## config.mk

```make
export PLATFORM = sky130hd
export DESIGN_NAME = mem_port_arbiter_flat
export DESIGN_NICKNAME = d
export VERILOG_FILES = /design/src/rtl/mem_port_arbiter_pkg.sv /design/src/rtl/mem_port_arbiter_if.sv /design/src/rtl/mem_port_arbiter_prio_sel.sv /design/src/rtl/mem_port_arbiter.sv /design/src/flat_wrapper.sv
export SDC_FILE = /design/constraint.sdc
export NUM_CORES = 1
export LEC_CHECK = 0
export ABC_AREA = 1
export CAP_MARGIN = 20
export CORE_MARGIN = 2
export CORE_UTILIZATION = 30
export DETAILED_ROUTE_END_ITERATION = 8
export PLACE_DENSITY_LB_ADDON = 0.2
export SYNTH_ARGS = -nofsm -noshare
export SYNTH_HDL_FRONTEND = slang
export SYNTH_SLANG_ARGS = --single-unit
```

## constraint.sdc

```tcl
create_clock -name clk -period 1.3 [get_ports clk]
set_clock_uncertainty 0.1 [all_clocks]
set_input_delay 0.13 -clock clk [delete_from_list [all_inputs] [get_ports clk]]
set_output_delay 0.13 -clock clk [all_outputs]
set_load 0.005 [all_outputs]
```

## src/rtl/mem_port_arbiter_pkg.sv

```systemverilog
// Shared encodings for the RAM port arbiter: FSM states, access owner,
// wait-counter and statistics-counter widths.
package mem_port_arbiter_pkg;

  // state | meaning
  // IDLE  | no access in flight, arbitrate between requesters
  // ISSUE | ram_* driven for one cycle, write strobe active
  // WAIT  | read data still travelling through the RAM pipeline
  // DONE  | one-cycle ack to the owner, requests ignored
  localparam logic [1:0] IDLE  = 2'd0;
  localparam logic [1:0] ISSUE = 2'd1;
  localparam logic [1:0] WAIT  = 2'd2;
  localparam logic [1:0] DONE  = 2'd3;

  typedef enum logic {
    OWN_CPU = 1'b0,
    OWN_LDR = 1'b1
  } owner_e;

  localparam int unsigned LAT_W  = 2;
  localparam int unsigned STAT_W = 16;

  function automatic logic [STAT_W-1:0] sat_inc(input logic [STAT_W-1:0] v);
    return (&v) ? v : v + 1'b1;
  endfunction

endpackage

```

## src/rtl/mem_port_arbiter_if.sv

```systemverilog
// Bundle of CPU, loader and RAM-side signals around the arbiter.
// Optional ARB_STATS_EN adds the grant/starvation statistics outputs.
interface mem_port_arbiter_if #(
  parameter int ADDR_W = 9,
  parameter int DATA_W = 32
);
  logic              cpu_req;
  logic              cpu_we;
  logic [ADDR_W-1:0] cpu_addr;
  logic [DATA_W-1:0] cpu_wdata;
  logic [DATA_W-1:0] cpu_rdata;
  logic              cpu_ack;
  logic              cpu_stall;

  logic              ldr_req;
  logic              ldr_we;
  logic [ADDR_W-1:0] ldr_addr;
  logic [DATA_W-1:0] ldr_wdata;
  logic [DATA_W-1:0] ldr_rdata;
  logic              ldr_ack;
  logic              ldr_hold;

  logic [ADDR_W-1:0] ram_addr;
  logic [DATA_W-1:0] ram_wdata;
  logic              ram_we;
  logic [DATA_W-1:0] ram_rdata;

`ifdef ARB_STATS_EN
  logic [15:0]       cpu_grant_cnt;
  logic [15:0]       ldr_grant_cnt;
  logic [15:0]       starve_evt_cnt;
`endif

  modport slave (
    input  cpu_req, cpu_we, cpu_addr, cpu_wdata,
    output cpu_rdata, cpu_ack, cpu_stall,
    input  ldr_req, ldr_we, ldr_addr, ldr_wdata, ldr_hold,
    output ldr_rdata, ldr_ack,
    output ram_addr, ram_wdata, ram_we,
    input  ram_rdata
`ifdef ARB_STATS_EN
    , output cpu_grant_cnt, ldr_grant_cnt, starve_evt_cnt
`endif
  );

  modport master (
    output cpu_req, cpu_we, cpu_addr, cpu_wdata,
    input  cpu_rdata, cpu_ack, cpu_stall,
    output ldr_req, ldr_we, ldr_addr, ldr_wdata, ldr_hold,
    input  ldr_rdata, ldr_ack,
    input  ram_addr, ram_wdata, ram_we,
    output ram_rdata
`ifdef ARB_STATS_EN
    , input cpu_grant_cnt, ldr_grant_cnt, starve_evt_cnt
`endif
  );

endinterface

```

## src/rtl/mem_port_arbiter_prio_sel.sv

```systemverilog
// Winner select for the RAM port plus the loader starvation counter.
// ARB_STATS_EN exposes a strobe for loader grants forced by starvation.
module arb_prio_sel
  import mem_port_arbiter_pkg::*;
#(
  parameter int STARVE_MAX = 4
) (
  input  logic   clk,
  input  logic   reset,
  input  logic   cpu_req_i,
  input  logic   ldr_req_i,
  input  logic   ldr_hold_i,
  input  logic   idle_i,
  input  logic   grant_i,
  output owner_e winner_o
`ifdef ARB_STATS_EN
  , output logic forced_o
`endif
);

  localparam int CNT_W = $clog2(STARVE_MAX + 1);
  localparam logic [CNT_W-1:0] STARVE_TOP = CNT_W'(STARVE_MAX);

  logic [CNT_W-1:0] starve_cnt_q, starve_cnt_d;
  logic             starve_hit;

  assign starve_hit = (starve_cnt_q == STARVE_TOP) && ldr_req_i;

  // Priority: loader hold, then starvation override, then CPU default.
  always_comb begin
    winner_o = OWN_LDR;
    if (ldr_hold_i && ldr_req_i) winner_o = OWN_LDR;
    else if (starve_hit)         winner_o = OWN_LDR;
    else if (cpu_req_i)          winner_o = OWN_CPU;
  end

`ifdef ARB_STATS_EN
  assign forced_o = starve_hit && !ldr_hold_i;
`endif

  // Count CPU wins while the loader waits; any loader win or idle loader clears it.
  always_comb begin
    starve_cnt_d = starve_cnt_q;
    if (idle_i) begin
      if (!ldr_req_i) begin
        starve_cnt_d = '0;
      end else if (grant_i) begin
        if (winner_o == OWN_LDR)            starve_cnt_d = '0;
        else if (starve_cnt_q != STARVE_TOP) starve_cnt_d = starve_cnt_q + 1'b1;
      end
    end
  end

  // Starvation counter register.
  always_ff @(posedge clk) begin
    if (!reset) starve_cnt_q <= '0;
    else        starve_cnt_q <= starve_cnt_d;
  end

endmodule

```

## src/rtl/mem_port_arbiter.sv

```systemverilog
// Single-port RAM arbiter between the CPU datapath and the loader/debug
// port: one RAM access per grant, one-cycle ack to the owner.
// Define ARB_STATS_EN to add saturating grant/starvation statistics.
module mem_port_arbiter
  import mem_port_arbiter_pkg::*;
#(
  parameter int ADDR_W     = 9,
  parameter int DATA_W     = 32,
  parameter int RD_LAT     = 1,
  parameter int STARVE_MAX = 4
) (
  input logic               clk,
  input logic               reset,
  mem_port_arbiter_if.slave bus
);

  localparam logic [LAT_W-1:0] WAIT_INIT = (RD_LAT > 0) ? LAT_W'(RD_LAT - 1) : '0;

  logic [1:0]        state_q, state_d;
  owner_e            owner_q, winner;
  logic              we_q;
  logic [LAT_W-1:0]  wait_cnt_q;
  logic [ADDR_W-1:0] ram_addr_q;
  logic [DATA_W-1:0] ram_wdata_q;
  logic              ram_we_q;
  logic [DATA_W-1:0] cpu_rdata_q, ldr_rdata_q;
  logic              cpu_ack_q, ldr_ack_q;
  logic              idle, grant, capture, finish;

  assign idle    = (state_q == IDLE);
  assign grant   = idle && (bus.cpu_req || bus.ldr_req);
  assign capture = !we_q && (((state_q == ISSUE) && (RD_LAT == 0)) ||
                             ((state_q == WAIT) && (wait_cnt_q == '0)));
  assign finish  = (state_d == DONE) && (state_q != DONE);

`ifdef ARB_STATS_EN
  logic forced;
`endif

  arb_prio_sel #(.STARVE_MAX(STARVE_MAX)) u_prio_sel (
    .clk        (clk),
    .reset      (reset),
    .cpu_req_i  (bus.cpu_req),
    .ldr_req_i  (bus.ldr_req),
    .ldr_hold_i (bus.ldr_hold),
    .idle_i     (idle),
    .grant_i    (grant),
    .winner_o   (winner)
`ifdef ARB_STATS_EN
    , .forced_o (forced)
`endif
  );

  // Access sequencing: writes skip WAIT, reads wait RD_LAT cycles for data.
  always_comb begin
    state_d = state_q;
    case (state_q)
      IDLE:    if (grant) state_d = ISSUE;
      ISSUE:   state_d = (!we_q && (RD_LAT != 0)) ? WAIT : DONE;
      WAIT:    if (wait_cnt_q == '0) state_d = DONE;
      default: state_d = IDLE;
    endcase
  end

  // FSM, RAM drive registers, read-data capture and owner ack.
  always_ff @(posedge clk) begin
    if (!reset) begin
      state_q     <= IDLE;
      owner_q     <= OWN_CPU;
      we_q        <= 1'b0;
      wait_cnt_q  <= '0;
      ram_addr_q  <= '0;
      ram_wdata_q <= '0;
      ram_we_q    <= 1'b0;
      cpu_rdata_q <= '0;
      ldr_rdata_q <= '0;
      cpu_ack_q   <= 1'b0;
      ldr_ack_q   <= 1'b0;
    end else begin
      state_q   <= state_d;
      ram_we_q  <= 1'b0;
      cpu_ack_q <= 1'b0;
      ldr_ack_q <= 1'b0;
      if (grant) begin
        owner_q <= winner;
        if (winner == OWN_CPU) begin
          we_q        <= bus.cpu_we;
          ram_we_q    <= bus.cpu_we;
          ram_addr_q  <= bus.cpu_addr;
          ram_wdata_q <= bus.cpu_wdata;
        end else begin
          we_q        <= bus.ldr_we;
          ram_we_q    <= bus.ldr_we;
          ram_addr_q  <= bus.ldr_addr;
          ram_wdata_q <= bus.ldr_wdata;
        end
      end
      if (state_q == ISSUE) wait_cnt_q <= WAIT_INIT;
      else if ((state_q == WAIT) && (wait_cnt_q != '0)) wait_cnt_q <= wait_cnt_q - 1'b1;
      if (capture) begin
        if (owner_q == OWN_CPU) cpu_rdata_q <= bus.ram_rdata;
        else                    ldr_rdata_q <= bus.ram_rdata;
      end
      if (finish) begin
        cpu_ack_q <= (owner_q == OWN_CPU);
        ldr_ack_q <= (owner_q == OWN_LDR);
      end
    end
  end

`ifdef ARB_STATS_EN
  logic [STAT_W-1:0] cpu_grant_cnt_q, ldr_grant_cnt_q, starve_evt_cnt_q;

  // Saturating grant and forced-loader statistics.
  always_ff @(posedge clk) begin
    if (!reset) begin
      cpu_grant_cnt_q  <= '0;
      ldr_grant_cnt_q  <= '0;
      starve_evt_cnt_q <= '0;
    end else if (grant) begin
      if (winner == OWN_CPU) cpu_grant_cnt_q <= sat_inc(cpu_grant_cnt_q);
      else                   ldr_grant_cnt_q <= sat_inc(ldr_grant_cnt_q);
      if (forced)            starve_evt_cnt_q <= sat_inc(starve_evt_cnt_q);
    end
  end

  assign bus.cpu_grant_cnt  = cpu_grant_cnt_q;
  assign bus.ldr_grant_cnt  = ldr_grant_cnt_q;
  assign bus.starve_evt_cnt = starve_evt_cnt_q;
`endif

  assign bus.ram_addr  = ram_addr_q;
  assign bus.ram_wdata = ram_wdata_q;
  assign bus.ram_we    = ram_we_q;
  assign bus.cpu_rdata = cpu_rdata_q;
  assign bus.cpu_ack   = cpu_ack_q;
  assign bus.cpu_stall = bus.cpu_req & ~cpu_ack_q;
  assign bus.ldr_rdata = ldr_rdata_q;
  assign bus.ldr_ack   = ldr_ack_q;

endmodule

```

## src/flat_wrapper.sv

```systemverilog
// flat-port wrapper written by rule: the top's interface ports become plain ports
module mem_port_arbiter_flat import mem_port_arbiter_pkg::*;
#(
  parameter int ADDR_W     = 9,
  parameter int DATA_W     = 32,
  parameter int RD_LAT     = 1,
  parameter int STARVE_MAX = 4
)
  (clk, reset, bus_cpu_req, bus_cpu_we, bus_cpu_addr, bus_cpu_wdata, bus_cpu_rdata, bus_cpu_ack, bus_cpu_stall, bus_ldr_req, bus_ldr_we, bus_ldr_addr, bus_ldr_wdata, bus_ldr_hold, bus_ldr_rdata, bus_ldr_ack, bus_ram_addr, bus_ram_wdata, bus_ram_we, bus_ram_rdata);
  mem_port_arbiter_if #(.ADDR_W(ADDR_W), .DATA_W(DATA_W)) bus_i ();
  input logic clk;
  input logic reset;
  input wire logic [$bits(bus_i.cpu_req)-1:0] bus_cpu_req;
  input wire logic [$bits(bus_i.cpu_we)-1:0] bus_cpu_we;
  input wire logic [$bits(bus_i.cpu_addr)-1:0] bus_cpu_addr;
  input wire logic [$bits(bus_i.cpu_wdata)-1:0] bus_cpu_wdata;
  output wire logic [$bits(bus_i.cpu_rdata)-1:0] bus_cpu_rdata;
  output wire logic [$bits(bus_i.cpu_ack)-1:0] bus_cpu_ack;
  output wire logic [$bits(bus_i.cpu_stall)-1:0] bus_cpu_stall;
  input wire logic [$bits(bus_i.ldr_req)-1:0] bus_ldr_req;
  input wire logic [$bits(bus_i.ldr_we)-1:0] bus_ldr_we;
  input wire logic [$bits(bus_i.ldr_addr)-1:0] bus_ldr_addr;
  input wire logic [$bits(bus_i.ldr_wdata)-1:0] bus_ldr_wdata;
  input wire logic [$bits(bus_i.ldr_hold)-1:0] bus_ldr_hold;
  output wire logic [$bits(bus_i.ldr_rdata)-1:0] bus_ldr_rdata;
  output wire logic [$bits(bus_i.ldr_ack)-1:0] bus_ldr_ack;
  output wire logic [$bits(bus_i.ram_addr)-1:0] bus_ram_addr;
  output wire logic [$bits(bus_i.ram_wdata)-1:0] bus_ram_wdata;
  output wire logic [$bits(bus_i.ram_we)-1:0] bus_ram_we;
  input wire logic [$bits(bus_i.ram_rdata)-1:0] bus_ram_rdata;
  assign bus_i.cpu_req = bus_cpu_req;
  assign bus_i.cpu_we = bus_cpu_we;
  assign bus_i.cpu_addr = bus_cpu_addr;
  assign bus_i.cpu_wdata = bus_cpu_wdata;
  assign bus_cpu_rdata = bus_i.cpu_rdata;
  assign bus_cpu_ack = bus_i.cpu_ack;
  assign bus_cpu_stall = bus_i.cpu_stall;
  assign bus_i.ldr_req = bus_ldr_req;
  assign bus_i.ldr_we = bus_ldr_we;
  assign bus_i.ldr_addr = bus_ldr_addr;
  assign bus_i.ldr_wdata = bus_ldr_wdata;
  assign bus_i.ldr_hold = bus_ldr_hold;
  assign bus_ldr_rdata = bus_i.ldr_rdata;
  assign bus_ldr_ack = bus_i.ldr_ack;
  assign bus_ram_addr = bus_i.ram_addr;
  assign bus_ram_wdata = bus_i.ram_wdata;
  assign bus_ram_we = bus_i.ram_we;
  assign bus_i.ram_rdata = bus_ram_rdata;
  mem_port_arbiter #(.ADDR_W(ADDR_W), .DATA_W(DATA_W), .RD_LAT(RD_LAT), .STARVE_MAX(STARVE_MAX)) u_core (.clk(clk), .reset(reset), .bus(bus_i));
endmodule
```

Word level (Yosys, flattened, before mapping)
Index checks and enable logic that the tools add are counted.
{"block": "word_totals", "regBits": 117, "word_cells": 58, "output_inout_bits": 109, "inputBits": 121}
{"block": "classes", "n_addsub": 2, "n_mux": 14, "eq_ne": 8, "reduce_logical": 18, "bitwise_logic": 4}
{"op": "32-bit 2-to-1 mux", "n": 1}
{"op": "3-bit 2-to-1 mux", "n": 4}
{"op": "9-bit 2-to-1 mux", "n": 1}
{"op": "2-bit AND reduction", "n": 4}
{"op": "1-bit logical AND", "n": 7}
{"op": "2-bit case mux with 3 select lines", "n": 1}
{"op": "1-bit 2-to-1 mux", "n": 5}
{"op": "2-bit == test, second input constant", "n": 2}
{"op": "2-bit logical NOT", "n": 2}
{"op": "2-bit 2-to-1 mux", "n": 2}
{"op": "3-bit by 1-bit adder with 3-bit output, second input constant", "n": 1}
{"op": "3-bit == test, second input constant", "n": 1}
{"op": "3-bit by 1-bit inequality test with 1-bit output, second input constant", "n": 1}
{"op": "3-bit inequality test, second input constant", "n": 1}
{"op": "1-bit inverter", "n": 3}
{"op": "3-bit AND reduction", "n": 1}
{"op": "2-bit by 1-bit == test with 1-bit output, second input constant", "n": 1}
{"op": "2-bit by 1-bit inequality test with 1-bit output, second input constant", "n": 1}
{"op": "2-bit inequality test, second input constant", "n": 1}
{"op": "2-bit nonzero test", "n": 1}
{"op": "2-bit OR reduction", "n": 1}
{"op": "2-bit by 1-bit subtractor with 2-bit output, second input constant", "n": 1}
{"op": "1-bit bitwise AND", "n": 1}
{"op": "1-bit logical NOT", "n": 1}
{"op": "1-bit logical OR", "n": 1}

Longest topological paths before layout
Gate-level depths: netlist (run 1).
{"block": "logic_depth", "word_depth": 7, "ltp_mapped": 8, "depth_no_buf": 8}

Cells and area by module
Synthesis (run 1) repeated with hierarchy kept, for this count alone.
{"block": "unflattened", "cells_unflattened": 683, "area_unflattened_um2": 4869.7}
{"mod": "mem_port_arbiter", "area_per_inst_um2": 4649.5, "cells_each": 649, "n_inst": 1, "seq_area_each_um2": 2282.2}
{"mod": "arb_prio_sel", "area_per_inst_um2": 220.2, "cells_each": 34, "n_inst": 1, "seq_area_each_um2": 60.1}

Worst setup path before layout (run 1)
OpenSTA, ideal clock, no wires.
{"block": "synth_timing", "path_kind": "flip-flop to flip-flop", "start": "reg u_core.state_q[0]", "end": "reg u_core.ldr_rdata_q[10] (netlist: u_core.bus.ldr_rdata[10])", "setup_slack_ns": -0.171, "setup_ns": 0.070, "synth_period_minus_slack_ns": 1.471, "path_stages_with_launch": 9, "t_arrival_ns": 1.300, "path_buffers": 1, "required_time_ns": 1.130, "cell_sequence": "dfxtp_1 > inv_1 > ha_1 > nand2_1 > nor2_2 > nand2_1 > clkbuf_1 > nand2_1 > a21oi_1"}
{"block": "synth_via", "elab_chain_len": 4}
{"element": "start: declaration", "line_no": "mem_port_arbiter.sv:19", "source": "logic [1:0] state_q, state_d;"}
{"element": "start signal: assignment", "line_no": "mem_port_arbiter.sv:80", "source": "state_q <= state_d;"}
{"element": "2-bit == test", "line_no": "mem_port_arbiter.sv:33", "source": "((state_q == WAIT) && (wait_cnt_q == '0)));"}
{"element": "1-bit logical AND", "line_no": "mem_port_arbiter.sv:33"}
{"element": "1-bit logical AND", "line_no": "mem_port_arbiter.sv:32", "source": "assign capture = !we_q && (((state_q == ISSUE) && (RD_LAT == 0)) ||"}
{"element": "2-bit AND reduction (no line)"}
{"element": "end signal: assignment", "line_no": "mem_port_arbiter.sv:102", "source": "else ldr_rdata_q <= bus.ram_rdata;"}
{"element": "end: declaration", "line_no": "mem_port_arbiter.sv:26", "source": "logic [DATA_W-1:0] cpu_rdata_q, ldr_rdata_q;"}
No other way between the ends.
A chain may end at the register's enable or synchronous reset.

Worst setup path after layout (run 1)
{"block": "layout_timing", "start": "reg u_core.wait_cnt_q[0]", "end": "reg u_core.cpu_rdata_q[15] (netlist: u_core.bus.cpu_rdata[15])"}
{"block": "layout_via", "elab_chain_len": 4}
{"element": "start: declaration", "line_no": "mem_port_arbiter.sv:22", "source": "logic [LAT_W-1:0] wait_cnt_q;"}
{"element": "start signal: assignment", "line_no": "mem_port_arbiter.sv:99", "source": "else if ((state_q == WAIT) && (wait_cnt_q != '0)) wait_cnt_q <= wait_cnt_q - 1'b1;"}
{"element": "2-bit logical NOT", "line_no": "mem_port_arbiter.sv:33"}
{"element": "1-bit logical AND", "line_no": "mem_port_arbiter.sv:33"}
{"element": "1-bit logical AND", "line_no": "mem_port_arbiter.sv:32"}
{"element": "2-bit AND reduction (no line)"}
{"element": "end signal: assignment", "line_no": "mem_port_arbiter.sv:101", "source": "if (owner_q == OWN_CPU) cpu_rdata_q <= bus.ram_rdata;"}
{"element": "end: declaration", "line_no": "mem_port_arbiter.sv:26"}
No other way between the ends.

==> run_results.csv, run 1 <==
group,metric,value,unit
global_route,grt_overflow,0,
power,irDropWorstVdd,1120,µV
setup_path,cp-start-kind,"flip-flop",
layout,fin_util,58.4,%
detailed_routing,drc,0,
timing,fin_crit_sh,120,%
synth,netlist.area_leader.share,44.9,%
synth,synthDistinctLibCells,22,
synth,syn_area,0.00521,mm²
detailed_routing,dr.pass1.iters,6,
setup_path,critical_path.max_fanout,8,
setup_path,crit_required,1.51,ns
setup_path,cp.arrival,1.77,ns
floorplanning,rows,48,
placement,place_congestion,0.795,
synth,synth_nets,851,
synth,synthCells,723,
synth,yosysSeqAreaShare,44.9,%
power,leakage,4.66,nW
floorplanning,pin_count,230,
layout,finish.cell_count_without_fillers,1236,
clocking,path_clk_slew,0.06,ns
timing,setup_ws,-0.262,ns
timing,finalHoldViolations,0,
floorplanning,die-area,0.0184,mm²
setup_path,path_cells,"inv_2 > ha_4 > nand2_4 > nor2_4 > buf_12 > nand2_8 > buf_12 > buf_12 > nand2_2 > a21oi_2",
timing,clock.fmax,640,MHz
setup_path,slowest_delay,0.32,ns
detailed_routing,wire_per_inst,15.3,µm
power,power_density,1650,mW/mm²
global_route,track_usage,19.9,%
run,drv_cap,0,
clocking,clk_latency,0.42,ns
run_status,outcome,"complete, but fails checks",
global_route,grt_start_max_net_pins,32,
synth,synth.yosys.warnings,0,
power,p_total,16.5,mW
timing,hold-worst-slack,0.144,ns
layout,n_antenna_cell,0,
placement,dp_hpwl,11400,µm
layout,drive_gt1_share,31.3,%
synth,synth_top_area_cell,"dfxtp_1",
setup_path,crit_path_frequent_cell,"buf_12",
hold_path,whs_path_depth,4,
layout,layout_common_cells,"nand2_1, clkdlybuf4s50_1, dlygate4sd2_1",
synth,ys_ff_latch,117,
detailed_routing,route.antenna.remaining_nets,0,
layout,nets,1126,
placement,numPortBuffers,229,
clocking,clock-sinks,117,
synth,synth.area.top_cells,"dfxtp_1, nand2_1, nand3_1",
setup_path,worst-setup-path-type,"reg -> reg",
floorplanning,die_w,136,µm
clocking,cts_root_buffer,"clkbuf_16",
clocking,cts.path.max_buffers,2,
global_route,antenna_found_initial,0,
clocking,cts_buffers,17,
detailed_routing,vias_per_cell,4.64,
timing,rsz0062_at_grt,"yes",
placement,place_ws,-0.352,ns
timing,layout_min_cycle_time,1.56,ns
clocking,h-tree-depth,4,
detailed_routing,wl,19000,µm
synth,syn_area_per_cell,7.21,µm²
global_route,grt_pass1_vias,5509,
timing,setup_viol,115,
floorplanning,coreArea,0.0171,mm²
hold_path,hp-class,"in -> reg",
clocking,cts_tree,"done",
setup_path,ff2ff_path_depth,10,
floorplanning,start_util,30.5,%
global_route,grt_pass1_wl,28500,µm
setup_path,cp_top_family,"buffers and inverters",
floorplanning,die_y,136,µm
setup_path,critPathSlowestCell,"dfxtp_2",
timing,slew_viol_final,0,
detailed_routing,vias,5741,
placement,dp_cells,1169,
timing,slew_headroom,76.0,%
setup_path,path_buf_inv,4,
setup_path,cp-end-kind,"flip-flop",
run_status,violations,"setup timing",
layout,area_growth,91.8,%
setup_path,cp.depth,10,
layout,layout_commonest_cell,"nand2_1",
timing,worst_pin_slew,0.360,ns
detailed_routing,drtIter0Drc,203,
cell type report:
type,count,area (µm²)
sequential,117,2380
multi-input combinational,453,2970
timing repair buffer,309,3400
clock buffer,17,425
clock inverter,15,170
tap,225,282
inverter,100,375
fill,1561,7120
flip-flops by register name, indices dropped and copies added (netlist names):
name	cells
u_core.bus.cpu_ack	1
u_core.bus.cpu_rdata	32
u_core.bus.ldr_ack	1
u_core.bus.ldr_rdata	32
u_core.bus.ram_addr	9
u_core.bus.ram_wdata	32
u_core.bus.ram_we	1
u_core.owner_q	1
u_core.state_q	2
u_core.u_prio_sel.starve_cnt_q	3
u_core.wait_cnt_q	2
u_core.we_q	1
power breakdown:
| group | internal, mW | total, mW | switching (mW) |
|---|---|---|---|
| Sequential | 4.31 | 4.80 | 0.493 |
| Clock | 2.87 | 4.73 | 1.86 |
| Combinational | 3.70 | 6.99 | 3.29 |
logic make-up after synthesis:
kind of cell	synth area share, %
compound gates	7.56
fa+ha+maj	1.68
buf+inv	13.7
flops	44.9
simple gates	32.1
final timing paths:
check / from / slack, ns / to
min reg2reg: u_core.bus.ram_wdata[1] / 0.34 / u_core.bus.ram_wdata[1]
max: u_core.wait_cnt_q[0] / -0.26 / u_core.bus.cpu_rdata[15]
max reg2reg: u_core.wait_cnt_q[0] / -0.26 / u_core.bus.cpu_rdata[15]
min: bus_cpu_req / 0.14 / u_core.u_prio_sel.starve_cnt_q[2]
worst register-to-register path: stages, from the launching register on:
cell     delay [ns]
dfxtp_2        0.32
inv_2          0.07
ha_4           0.16
nand2_4        0.06
nor2_4         0.12
buf_12         0.15
nand2_8        0.07
buf_12         0.14
buf_12         0.15
nand2_2        0.07
a21oi_2        0.05
cell usage after synthesis:
cell / count
nand2_1: 200
dfxtp_1: 117
nand3_1: 109
inv_1: 97
a21oi_1: 70
nand4_1: 44
buf_2: 19
clkbuf_1: 18
buf_6: 15
nor2_1: 8
ha_1: 7
o21ai_0: 4
inv_2: 3
nand3_2: 2
nor2_4: 2
or2_2: 2
a211oi_1: 1
and2_1: 1
buf_4: 1
nand2_2: 1
nor2_2: 1
o21ai_4: 1
routing by layer:
| metal | global-route usage (%) | vias to the layer above | routed length [µm] |
|---|---|---|---|
| met1 | 23.2 | 2652 | 7730 |
| met2 | 33.6 | 160 | 9510 |
| li1 | - | 2894 | - |
| met3 | 6.30 | 35 | 1160 |
| met4 | 8.39 | 0 | 555 |
| met5 | 0 | - | 0 |
what timing repair did:
action / CTS / global route
endpoints found under the setup margin: 223 / 121
pin swaps: 20 / 75
hold buffers: 0 / 0
cloned: 13 / 4
gates resized for setup: 223 / 155
setup buffers: 21 / 4
stage by stage:
stage          TNS (ns)  cell area (µm²)
2_1_floorplan     -3.98             5310
3_3_place_gp     -27.99             8000
3_5_place_dp     -28.84             8000
4_1_cts          -19.81             9450
5_1_grt          -31.77            10000
6_report         -23.66            10000
Power figures use the tool's default switching activity.
==> run 2: changes to the inputs <==
Settings changed: CTS_BUF_LIST set to sky130_fd_sc_hd__clkbuf_8.
==> run 2 against run 1 <==
The flow still finishes with violations (setup timing); count of clock-buffer cells in the layout unchanged; final cell count increased by 1.9%; via count up 3.7%; first-iteration DRC count shrank 3.4%; critical path type unchanged; highest routed layer unchanged.
==> run_results.csv, run 2 (synthesis results as in run 1) <==
group,metric,value,unit
clocking,cts_buffers,17,
detailed_routing,wire_per_inst,15.9,µm
detailed_routing,wl,20000,µm
layout,multi_input_area,0.00310,mm²
detailed_routing,dr.pass1.iters,4,
clocking,cts.path.max_buffers,2,
global_route,track_usage,20.4,%
hold_path,hp-class,"in -> reg",
clocking,h-tree-depth,4,
global_route,grt_pass1_vias,5671,
floorplanning,die_w,136,µm
detailed_routing,route.antenna.remaining_nets,0,
placement,dp_hpwl,11400,µm
detailed_routing,drc,0,
layout,n_antenna_cell,0,
layout,nets,1150,
timing,finalHoldViolations,0,
timing,slew_viol_final,0,
detailed_routing,drtIter0Drc,196,
clocking,clk_latency,0.45,ns
layout,drive_gt1_share,40.6,%
detailed_routing,vias,5956,
timing,layout_min_cycle_time,1.61,ns
timing,setup_ws,-0.306,ns
setup_path,cp-start-kind,"flip-flop",
timing,hold-worst-slack,0.104,ns
timing,slew_headroom,74.3,%
setup_path,cp.arrival,1.89,ns
placement,numPortBuffers,229,
floorplanning,die_y,136,µm
power,power_density,1510,mW/mm²
run_status,violations,"setup timing",
global_route,grt_overflow,0,
timing,worst_pin_slew,0.385,ns
setup_path,cp-end-kind,"flip-flop",
layout,layout_commonest_cell,"nand2_1",
global_route,grt_start_max_net_pins,32,
timing,fin_crit_sh,124,%
layout,fill_cells,1473,
timing,clock.fmax,623,MHz
timing,setup_viol,115,
floorplanning,pin_count,230,
layout,area_growth,95.3,%
layout,seqCellArea,0.00244,mm²
placement,place_congestion,0.795,
timing,rsz0062_at_grt,"yes",
global_route,grt_pass1_wl,29300,µm
floorplanning,die-area,0.0184,mm²
floorplanning,rows,48,
run,drv_cap,0,
power,p_total,15.4,mW
setup_path,crit_required,1.58,ns
floorplanning,start_util,30.5,%
detailed_routing,vias_per_cell,4.73,
setup_path,critical_path.max_fanout,6,
clocking,clock-sinks,117,
clocking,path_clk_slew,0.09,ns
layout,layout_common_cells,"nand2_1, clkdlybuf4s50_1, inv_1",
power,leakage,4.41,nW
floorplanning,coreArea,0.0171,mm²
clocking,cts_tree,"done",
run_status,outcome,"complete, but fails checks",
power,irDropWorstVdd,812,µV
clocking,postCtsHoldBufs,0,
setup_path,worst-setup-path-type,"reg -> reg",
global_route,antenna_found_initial,0,
clocking,cts_root_buffer,"clkbuf_8",
==> run 2: changes by cell type in the layout (fill, tap and decap cells not counted), moves of 24 or more <==
| cell | change |
|---|---|
| dlygate4sd2_1 | -77 |
| nand2_2 | -37 |
| buf_4 | +24 |
| nand2_4 | +24 |
| dfxtp_1 | -49 |
| clkdlybuf4s15_1 | +50 |
| dfxtp_2 | +49 |
==> run 2: what timing repair did <==
action,4_1_cts,5_1_grt
pin swaps,35,32
endpoints found under the hold margin,0,0
buffers inserted,27,20
endpoints found under the setup margin,224,190
resized for setup,332,230
gates cloned,16,3
==> run 2: critical path, stage by stage, from the launching register on <==
cell and delay (ns):
dfxtp_2 0.33, inv_2 0.06, ha_4 0.15, nand2_4 0.06, nor2_4 0.16, buf_6 0.13, buf_8 0.13, clkbuf_16 0.16
nand3_1 0.09, a21oi_2 0.17
==> run 2: metrics by stage <==
step	utilization, %	area (µm²)	setup WS [ns]	cells	setup TNS (ns)
2_1_floorplan	-	5310	-0.0423	723	-3.98
3_3_place_gp	46.7	8000	-0.327	1169	-27.99
3_5_place_dp	46.7	8000	-0.352	1169	-28.84
4_1_cts	55.3	9470	-0.250	1240	-21.13
5_1_grt	59.5	10200	-0.388	1260	-34.39
6_report	59.5	10200	-0.306	1260	-23.94
==> run 2: path summary, 6_finish.rpt <==
kind	start	end	slack, ns	cells after the start
worst max-delay path	u_core.wait_cnt_q[0]	u_core.bus.cpu_rdata[12]	-0.31	9
worst min-delay path	bus_cpu_req	u_core.u_prio_sel.starve_cnt_q[2]	0.10	4
worst max register to register	u_core.wait_cnt_q[0]	u_core.bus.cpu_rdata[12]	-0.31	9
worst min register to register	u_core.bus.ram_wdata[18]	u_core.bus.ram_wdata[18]	0.35	2
==> run 2: routing by layer <==
layer  part of all wire (%)  vias to the layer above  GRT usage [%]
met3                    6.6                       35           6.60
met4                    2.6                        0           7.87
met1                     40                     2801           23.9
met2                     51                      184           34.8
li1                       -                     2936              -
met5                      0                        -              0
==> run 2: power by group <==
group	total (mW)	internal, mW	switching, mW	leakage, nW
Clock	3.48	1.75	1.73	0.205
Combinational	7.12	3.77	3.35	3.22
Sequential	4.79	4.34	0.454	0.989
Total	15.4	9.86	5.53	4.41
==> run 2: area by class of cell <==
type / instances / share of cell area [%]
clock inverter: 15 / 1.67
clock buffer: 17 / 2.30
sequential: 117 / 23.9
inverter: 100 / 3.69
timing repair buffer: 333 / 35.2
multi-input combinational: 453 / 30.4
tap: 225 / 2.76
==> run 3: changes to the inputs <==
Settings changed: SYNTH_HIERARCHICAL set to 1.
==> run 3 against run 2 <==
The flow still finishes with violations (setup timing); critical path type unchanged; first-iteration DRC count down 12%; largest power group unchanged; synthesized cell count down 5.5%; sequential power up 4.6%; final cell count down 4.9%; maximum frequency down 2.2%; die area down 6.4%; register-to-register slack worse by 0.04 ns; global-route usage down 0.053 points; via count down 6.1%; worst hold slack worse by 0.048 ns; sequential share of layout area up 0.24 points; synthesized area down 6.6%.
==> run_results.csv, run 3 <==
group,metric,value,unit
synth,synth.mux.area_fraction,0,%
clocking,postCtsHoldBufs,0,
setup_path,crit_required,1.52,ns
detailed_routing,wl,19400,µm
synth,synth-compound-area-share,16.7,%
detailed_routing,dr.pass1.iters,6,
floorplanning,die-area,0.0173,mm²
placement,dp_hpwl,11500,µm
timing,slew_headroom,70.3,%
layout,n_antenna_cell,0,
detailed_routing,met1Wirelength,7760,µm
global_route,track_usage,20.4,%
timing,fin_crit_sh,126,%
synth,async_reset_ff_share,0,%
layout,layout_commonest_cell,"nor2_1",
setup_path,cp-end-kind,"flip-flop",
layout,finish.cell_count_without_fillers,1198,
setup_path,cp-start-kind,"flip-flop",
clocking,cts_tree,"done",
layout,seqCellArea,0.00242,mm²
synth,yosysSeqAreaShare,48.1,%
setup_path,worst-setup-path-type,"reg -> reg",
setup_path,cp.arrival,1.86,ns
clocking,clock-sinks,117,
placement,dp_cells,1123,
layout,nets,1098,
timing,worst_pin_slew,0.446,ns
setup_path,critPathSlowestCell,"dfxtp_2",
floorplanning,start_util,30.7,%
clocking,clk_latency,0.43,ns
run_status,outcome,"complete, but fails checks",
detailed_routing,vias,5594,
synth,synthSimpleGateAreaFrac,24.0,%
synth,synth_nets,811,
detailed_routing,top_layer,"met4",
clocking,path_clk_slew,0.07,ns
global_route,antenna_found_initial,0,
detailed_routing,route.antenna.remaining_nets,0,
layout,area_growth,105,%
setup_path,rrSetupSlack,-0.34,ns
clocking,cts_buffers,17,
run,drv_cap,0,
power,leakage,4.25,nW
setup_path,critical_path.max_fanout,5,
timing,setup_ws,-0.343,ns
synth,ys.flop_type,"dfxtp_1",
synth,synth_top_family_by_area,"simple AND/OR/NAND/NOR gates",
timing,clock.fmax,609,MHz
detailed_routing,wire_per_inst,16.2,µm
setup_path,slowest_delay,0.32,ns
clocking,cts.path.max_buffers,2,
clocking,cts_root_buffer,"clkbuf_8",
detailed_routing,drc,0,
synth,synth.most_common_cell,"nor2_1",
placement,numPortBuffers,229,
layout,fin_util,62.9,%
synth,synth.area.top_cells,"dfxtp_1, nor2_1, o21ai_0",
layout,multi_input_area,0.00328,mm²
placement,place_ws,-0.356,ns
synth,netlist.area_leader.share,48.1,%
floorplanning,coreArea,0.0159,mm²
synth,synthAdderAreaFrac,1.80,%
floorplanning,pin_count,230,
global_route,grt_overflow,0,
synth,synth_edf_count,0,
setup_path,crit-reg2reg-capture,"u_core/bus.ldr_rdata[22]",
setup_path,endpoint,"u_core/bus.ldr_rdata[22]",
synth,synth_top_area_cell,"dfxtp_1",
hold_path,hp-class,"in -> reg",
placement,place_congestion,0.776,
synth,synthDistinctLibCells,26,
floorplanning,die_w,131,µm
setup_path,rr_startpoint,"u_core/wait_cnt_q[0]",
synth,syn_area_per_cell,7.13,µm²
setup_path,ff2ff_path_depth,10,
timing,finalHoldViolations,0,
setup_path,path_cells,"inv_2 > ha_4 > nand2_4 > nor2_4 > buf_6 > nand2_8 > buf_12 > buf_12 > nand2_4 > a21oi_2",
detailed_routing,vias_per_cell,4.67,
timing,rsz0062_at_grt,"yes",
floorplanning,rows,46,
synth,ys_ff_latch,117,
synth,synthCells,683,
power,irDropWorstVdd,755,µV
floorplanning,die_y,131,µm
layout,drive_gt1_share,43.5,%
synth,synth.yosys.warnings,6,
setup_path,crit_start,"u_core/wait_cnt_q[0]",
timing,layout_min_cycle_time,1.64,ns
timing,setup_viol,111,
detailed_routing,drtIter0Drc,172,
detailed_routing,dr_wl_met3,1550,µm
synth,synth_common_cells,"nor2_1, dfxtp_1, o21ai_0",
detailed_routing,met2WireLength,9670,µm
clocking,h-tree-depth,4,
layout,fill_cells,1379,
global_route,grt_start_max_net_pins,80,
timing,slew_viol_final,0,
global_route,grt_pass1_wl,27800,µm
synth,synth_xor_area_share,0,%
synth,syn_area,0.00487,mm²
power,power_density,1530,mW/mm²
global_route,grt_pass1_vias,5259,
run_status,violations,"setup timing",
layout,layout_common_cells,"nor2_1, clkdlybuf4s50_1, dfxtp_2",
-- run 3: critical path, delay by kind of cell, from the launching register on --
family / cells / cell delay [ns]
adders and majority gates: 1 / 0.16
AOI/OAI and AO/OA: 1 / 0.05
buffers and inverters: 4 / 0.51
and+or+nand+nor: 4 / 0.38
DFF: 1 / 0.32
-- run 3: metal layers --
layer | global-route usage (%) | vias to the layer above
met5 | 0 | -
met4 | 7.61 | 0
met3 | 7.87 | 30
met2 | 34.7 | 215
met1 | 23.1 | 2582
li1 | - | 2767
-- run 3: cell type report --
type	instances	area share, %
Clock buffer	18	2.48
Clock inverter	13	1.65
Inverter	62	2.51
Multi-Input combinational cell	462	32.8
Sequential cell	117	24.2
Tap cell	216	2.71
Timing Repair Buffer	307	33.0
Timing Repair inverter	3	0.626
-- run 3: cells by family (layout without fill, tap and decap cells) --
kind of cell | after synthesis | count (layout)
flip-flops | 117 | 117
adder cells (fa/ha/maj) | 7 | 7
AO/OA/AOI/OAI | 159 | 159
AND/OR/NAND/NOR | 294 | 296
buffers and inverters | 106 | 403
-- run 3: power by group --
part	switching, mW	internal (mW)	total, mW
clock network	1.45	2.09	3.54
logic	3.39	3.33	6.73
registers	0.523	4.49	5.01
total	5.37	9.91	15.3
-- run 3: how the worst min path moves through the flow --
stage,startpoint,endpoint,slack [ns],cells after the start
after CTS,reset,u_core/wait_cnt_q[0],0.02,4
after floorplan,reset,u_core/u_prio_sel/starve_cnt_q[0],0.15,2
after global placement,u_core/bus.ram_wdata[29],u_core/bus.ram_wdata[29],0.35,2
final,reset,u_core/wait_cnt_q[1],0.06,4
after global routing,reset,u_core/wait_cnt_q[1],0.04,4
after detailed placement,u_core/bus.ldr_rdata[24],u_core/bus.ldr_rdata[24],0.35,2
-- run 3: per-stage QoR --
step | power, mW | cell area [µm²] | setup TNS (ns) | hold WS (ns)
global route | 16.2 | 9990 | -36.36 | 0.0398
floorplan | 7.43 | 5030 | -13.45 | 0.154
detailed placement | 10.3 | 7660 | -28.59 | 0.352
CTS | 14.5 | 9010 | -26.38 | 0.0210
global placement | 10.3 | 7660 | -29.43 | 0.347
finish | 15.3 | 9990 | -28.53 | 0.0557
-- run 3: what timing repair did --
item	in CTS	in global routing
cloned	13	12
pin swaps	23	109
setup buffers	13	12
gates resized for setup	318	268
setup endpoints to repair	223	173
